## config.mk

```make
export PLATFORM = sky130hd
export DESIGN_NAME = ibex_l2_rf_arbiter
export DESIGN_NICKNAME = d
export VERILOG_FILES = /design/src/rtl/ibex_l2_rf_arbiter.sv
export SDC_FILE = /design/constraint.sdc
export NUM_CORES = 1
export LEC_CHECK = 0
export CAP_MARGIN = 5
export CORE_MARGIN = 2
export CORE_UTILIZATION = 42
export DETAILED_ROUTE_END_ITERATION = 10
export PLACE_DENSITY = 0.83
export RECOVER_POWER = 25
export REMOVE_ABC_BUFFERS = 1
export SYNTH_ARGS = -nofsm -noshare
export SYNTH_HDL_FRONTEND = slang
export SYNTH_SLANG_ARGS = --single-unit
```

## constraint.sdc

```tcl
create_clock -name clk_i -period 6.2 [get_ports clk_i]
set_clock_uncertainty 0.15 [all_clocks]
set_input_delay 0.93 -clock clk_i [delete_from_list [all_inputs] [get_ports clk_i]]
set_output_delay 0.93 -clock clk_i [all_outputs]
set_load 0.02 [all_outputs]
```

## src/rtl/ibex_l2_rf_arbiter.sv

```systemverilog
// Single-port L2 register-file arbiter: write-first grant with a bounded write burst,
// per-port read data buffers and an ID-stage stall request.
module ibex_l2_rf_arbiter #(
  parameter int unsigned DataWidth  = 32,
  parameter int unsigned AddrWidth  = 5,
  parameter int unsigned MaxWrBurst = 2
) (
  input  logic                 clk_i,
  input  logic                 rst_ni,

  input  logic                 rd_a_req_i,
  input  logic [AddrWidth-1:0] rd_a_addr_i,
  output logic                 rd_a_gnt_o,
  output logic                 rd_a_rvalid_o,
  output logic [DataWidth-1:0] rd_a_rdata_o,

  input  logic                 rd_b_req_i,
  input  logic [AddrWidth-1:0] rd_b_addr_i,
  output logic                 rd_b_gnt_o,
  output logic                 rd_b_rvalid_o,
  output logic [DataWidth-1:0] rd_b_rdata_o,

  input  logic                 wr_req_i,
  input  logic [AddrWidth-1:0] wr_addr_i,
  input  logic [DataWidth-1:0] wr_wdata_i,
  output logic                 wr_gnt_o,

  output logic [AddrWidth-1:0] l2_addr_o,
  output logic                 l2_we_o,
  output logic [DataWidth-1:0] l2_wdata_o,
  input  logic [DataWidth-1:0] l2_rdata_i,

  output logic                 stall_o
);

  localparam int unsigned BurstWidth = 3;
  localparam logic [BurstWidth-1:0] BurstMax = BurstWidth'(MaxWrBurst);

  typedef enum logic [1:0] {
    SelNone,
    SelWr,
    SelRdA,
    SelRdB
  } l2_sel_e;

  l2_sel_e               l2_sel;
  logic                  rd_a_zero, rd_b_zero;
  logic                  rd_a_l2, rd_b_l2;
  logic                  rd_pending, burst_full;
  logic [BurstWidth-1:0] wr_burst_q, wr_burst_d;

  logic                  rd_a_rvalid_q, rd_b_rvalid_q;
  logic [DataWidth-1:0]  rd_a_rdata_q, rd_b_rdata_q;

  // Request classification; everything is masked while reset is asserted.
  always_comb begin
    rd_a_zero  = rst_ni && rd_a_req_i && (rd_a_addr_i == '0);
    rd_b_zero  = rst_ni && rd_b_req_i && (rd_b_addr_i == '0);
    rd_a_l2    = rst_ni && rd_a_req_i && (rd_a_addr_i != '0);
    rd_b_l2    = rst_ni && rd_b_req_i && (rd_b_addr_i != '0);
    rd_pending = rd_a_req_i || rd_b_req_i;
    burst_full = (wr_burst_q == BurstMax) && (rd_a_l2 || rd_b_l2);
  end

  // One L2 slot per cycle: write first unless the burst budget is spent.
  always_comb begin
    l2_sel = SelNone;
    if (rst_ni && wr_req_i && !burst_full) begin
      l2_sel = SelWr;
    end else if (rd_a_l2) begin
      l2_sel = SelRdA;
    end else if (rd_b_l2) begin
      l2_sel = SelRdB;
    end
  end

  assign rd_a_gnt_o = rd_a_zero || (l2_sel == SelRdA);
  assign rd_b_gnt_o = rd_b_zero || (l2_sel == SelRdB);
  assign wr_gnt_o   = (l2_sel == SelWr);

  // L2 port mux; address-0 writes keep the slot but never assert the write enable.
  always_comb begin
    l2_addr_o  = '0;
    l2_we_o    = 1'b0;
    l2_wdata_o = '0;
    unique case (l2_sel)
      SelWr: begin
        l2_addr_o  = wr_addr_i;
        l2_we_o    = (wr_addr_i != '0);
        l2_wdata_o = wr_wdata_i;
      end
      SelRdA:  l2_addr_o = rd_a_addr_i;
      SelRdB:  l2_addr_o = rd_b_addr_i;
      default: l2_addr_o = '0;
    endcase
  end

  // Stall while anything waits, or while L2 read data is still in flight.
  always_comb begin
    stall_o = 1'b0;
    if (rst_ni) begin
      stall_o = (rd_a_req_i && !rd_a_gnt_o) ||
                (rd_b_req_i && !rd_b_gnt_o) ||
                (wr_req_i   && !wr_gnt_o)   ||
                (l2_sel == SelRdA) || (l2_sel == SelRdB);
    end
  end

  always_comb begin
    wr_burst_d = wr_burst_q;
    if (rd_a_gnt_o || rd_b_gnt_o || !rd_pending) begin
      wr_burst_d = '0;
    end else if (wr_gnt_o) begin
      wr_burst_d = wr_burst_q + BurstWidth'(1);
    end
  end

  always_ff @(posedge clk_i or negedge rst_ni) begin
    if (!rst_ni) begin
      wr_burst_q    <= '0;
      rd_a_rvalid_q <= 1'b0;
      rd_b_rvalid_q <= 1'b0;
      rd_a_rdata_q  <= '0;
      rd_b_rdata_q  <= '0;
    end else begin
      wr_burst_q    <= wr_burst_d;
      rd_a_rvalid_q <= rd_a_gnt_o;
      rd_b_rvalid_q <= rd_b_gnt_o;
      if (rd_a_gnt_o) begin
        rd_a_rdata_q <= rd_a_zero ? '0 : l2_rdata_i;
      end
      if (rd_b_gnt_o) begin
        rd_b_rdata_q <= rd_b_zero ? '0 : l2_rdata_i;
      end
    end
  end

  assign rd_a_rvalid_o = rd_a_rvalid_q;
  assign rd_b_rvalid_o = rd_b_rvalid_q;
  assign rd_a_rdata_o  = rd_a_rdata_q;
  assign rd_b_rdata_o  = rd_b_rdata_q;

endmodule

```

==> results.json <==
{
  "dp_hpwl_um": 8229,
  "ys_ff_latch": 69,
  "gp_congestion": 0.8645,
  "leakagePower_nw": 2.357,
  "ctsHtreeMaxLevel": 3,
  "cts_setup_buffers": 0,
  "post-route-min-period_ns": 4.999,
  "hold_viol_final": 0,
  "ys.flop_type": "dfrtp_1",
  "critPathKind": "in -> out",
  "final_cell_mix": "190 x clkdlybuf4s50_1, 69 x dfrtp_1, 35 x nand2_1, 34 x nand3_1",
  "area_growth_pct": 62.72,
  "ys_types": 40,
  "drt-wirelength-per-cell_um": 19.04,
  "drtPass1Iterations": 4,
  "finalNetCount": 610,
  "fin_util_pct": 69.84,
  "drt_iter0_drc": 300,
  "io_pins": 192,
  "ys.warnings.count": 0,
  "ant_nets": 0,
  "total_power_mw": 1.627,
  "hold_ws_ns": 0.3522,
  "synthCells": 348,
  "vias": 3572,
  "status": "complete, but fails checks",
  "critPathLaunch": "rst_ni",
  "failed_checks": "capacitance limit, slew limit",
  "numPortBuffers": 191,
  "clock-root-buffer": "clkbuf_8",
  "final-seq-area_um2": 1727,
  "vdd.ir_drop.worst_v": 0.0001640,
  "grt_pass1_wl_um": 19020,
  "placementRows": 33,
  "slew_headroom_pct": -40.67,
  "ys_seq_area_share_pct": 49.46,
  "holdBufCountCts": 0,
  "powerDensity_nw_per_um2": 286.5,
  "multi_input_area_um2": 1628,
  "stdcell_count": 634,
  "synth_area_per_cell_um2": 10.03,
  "dieArea_um2": 9056,
  "initial_core_util_pct": 42.92,
  "critPathRequiredTime_ns": 5.12,
  "min_period_over_period_pct": 80.62,
  "r2r-start": "wr_burst_q[0]",
  "tightest_slew_ns": 2.110,
  "maxSlewViolCount": 41,
  "antenna_cells": 0,
  "hp-class": "reg -> reg",
  "fillers": 633,
  "cp_slowest_cell": "a21oi_4",
  "finalSetupTns_ns": 0,
  "synth_edf_count": 0,
  "synthArstFlopShare_pct": 100.0,
  "cts_sinks": 69,
  "clk_pin_slew_ns": 0.08,
  "cts_made_buffers": 9,
  "clk_path_buf_depth": 2,
  "grt_pass1_vias": 3553,
  "synth_area_um2": 3491,
  "ctsResizeCount": 0,
  "grt_max_degree": 41,
  "die_x_um": 95.17,
  "rsz0062_at_grt": "no",
  "cap_viol_max_count": 1,
  "dp.cells": 618,
  "crit_chain": "buf_4, nand2_2, a21oi_4, and3_1, a221o_1, clkdlybuf4s50_1",
  "clock.fmax_ghz": 0.2001,
  "die_h_um": 95.17,
  "final_common_cell": "clkdlybuf4s50_1",
  "viasPerCell": 5.634,
  "setup_viol": 0,
  "startpoint_type": "input port",
  "clkLatencyLatePin_ns": 0.34,
  "endpoint_kind": "primary output",
  "cts_tree": "done",
  "hold_start": "rd_a_rdata_o[28]",
  "grt_usage_pct": 27.09,
  "worstPathMaxFanout": 37,
  "drc_errors": 0,
  "grt_overflow": 0,
  "antenna_found_initial": 0,
  "finalWirelength_um": 12070,
  "cp_slowest_stage_delay_ns": 0.90,
  "coreArea_um2": 8134,
  "worstPathArrival_ns": 3.92,
  "drive_gt1_share_pct": 6.616
}
worst paths after layout:
path	end	slack, ns	depth (start not counted)
max reg2reg	rd_a_rdata_o[13]	3.63	7
min	rd_a_rdata_o[28]	0.35	1
min reg2reg	rd_a_rdata_o[28]	0.35	1
min in group asynchronous	rd_a_rdata_o[22]	0.38	1
max	l2_addr_o[3]	1.20	6
max in group asynchronous	rd_a_rdata_o[5]	3.18	2
state kept, by name (all words and copies together) (netlist names):
register	count
rd_a_rdata_o	32
rd_b_rvalid_o	1
rd_b_rdata_o	32
wr_burst_q	3
rd_a_rvalid_o	1
cell usage after synthesis (2+ instances only):
cell       instances  area, µm²
a2111oi_2          2      30.03
a21oi_1            2      10.01
a221o_1            5      50.05
a22o_1            32      280.3
and2_1            33      206.5
and3_1             5      31.28
buf_2              5      25.02
buf_4              2      15.01
buf_6              3      33.78
clkbuf_1          22      82.58
dfrtp_1           69       1727
ha_1               2      25.02
inv_1              4      15.01
nand2_1           35      131.4
nand3_1           34      170.2
nand4_1           33      206.5
nor2_1             4      15.01
nor3_1             2      10.01
nor4b_1            2      17.52
o211ai_1          32      240.2
final cells by class:
class	count	area share, %
clock inverters	7	1.850
repair buffers	197	34.34
clock buffers	9	2.181
inverters	4	0.2643
flip-flops and latches	69	30.40
multi-input cells	243	28.66
well taps	105	2.313
per-layer routing:
layer	up-vias	routed length [µm]	global-route usage, %
met1	1765	5263	36.98
met2	134	5902	44.07
li1	1660	-	-
met4	0	131	7.246
met3	13	773	5.455
met5	-	0	0
critical path, delay by kind of cell:
kind / cells / cell delay (ns)
buf+inv: 2 / 0.97
simple gates: 2 / 0.90
compound gates: 2 / 1.07
cell families (layout without fill, tap and decap cells):
group                    count (synthesis)  after routing  synth area share (%)
XOR/XNOR                                 1              1                0.2509
AO/OA/AOI/OAI                           83             83                 20.14
flip-flops                              69             69                 49.46
adder cells (fa/ha/maj)                  2              2                0.7167
AND/OR/NAND/NOR                        157            157                 24.52
buffers and inverters                   36            217                 4.910
power by group:
part	switching [mW]	leakage (nW)	total, mW	internal [mW]
Clock	0.193	0.112	0.426	0.233
Sequential	0.0669	0.820	0.606	0.539
Combinational	0.297	1.42	0.595	0.298
through the flow:
| step | setup slack [ns] | area (µm²) |
|---|---|---|
| floorplan | 1.777 | 3334 |
| global placement | 1.316 | 5455 |
| detailed placement | 1.195 | 5455 |
| CTS | 1.186 | 5684 |
| global route | 0.9731 | 5680 |
| finish | 1.201 | 5680 |
No activity file was read; power rests on OpenSTA's default activity.
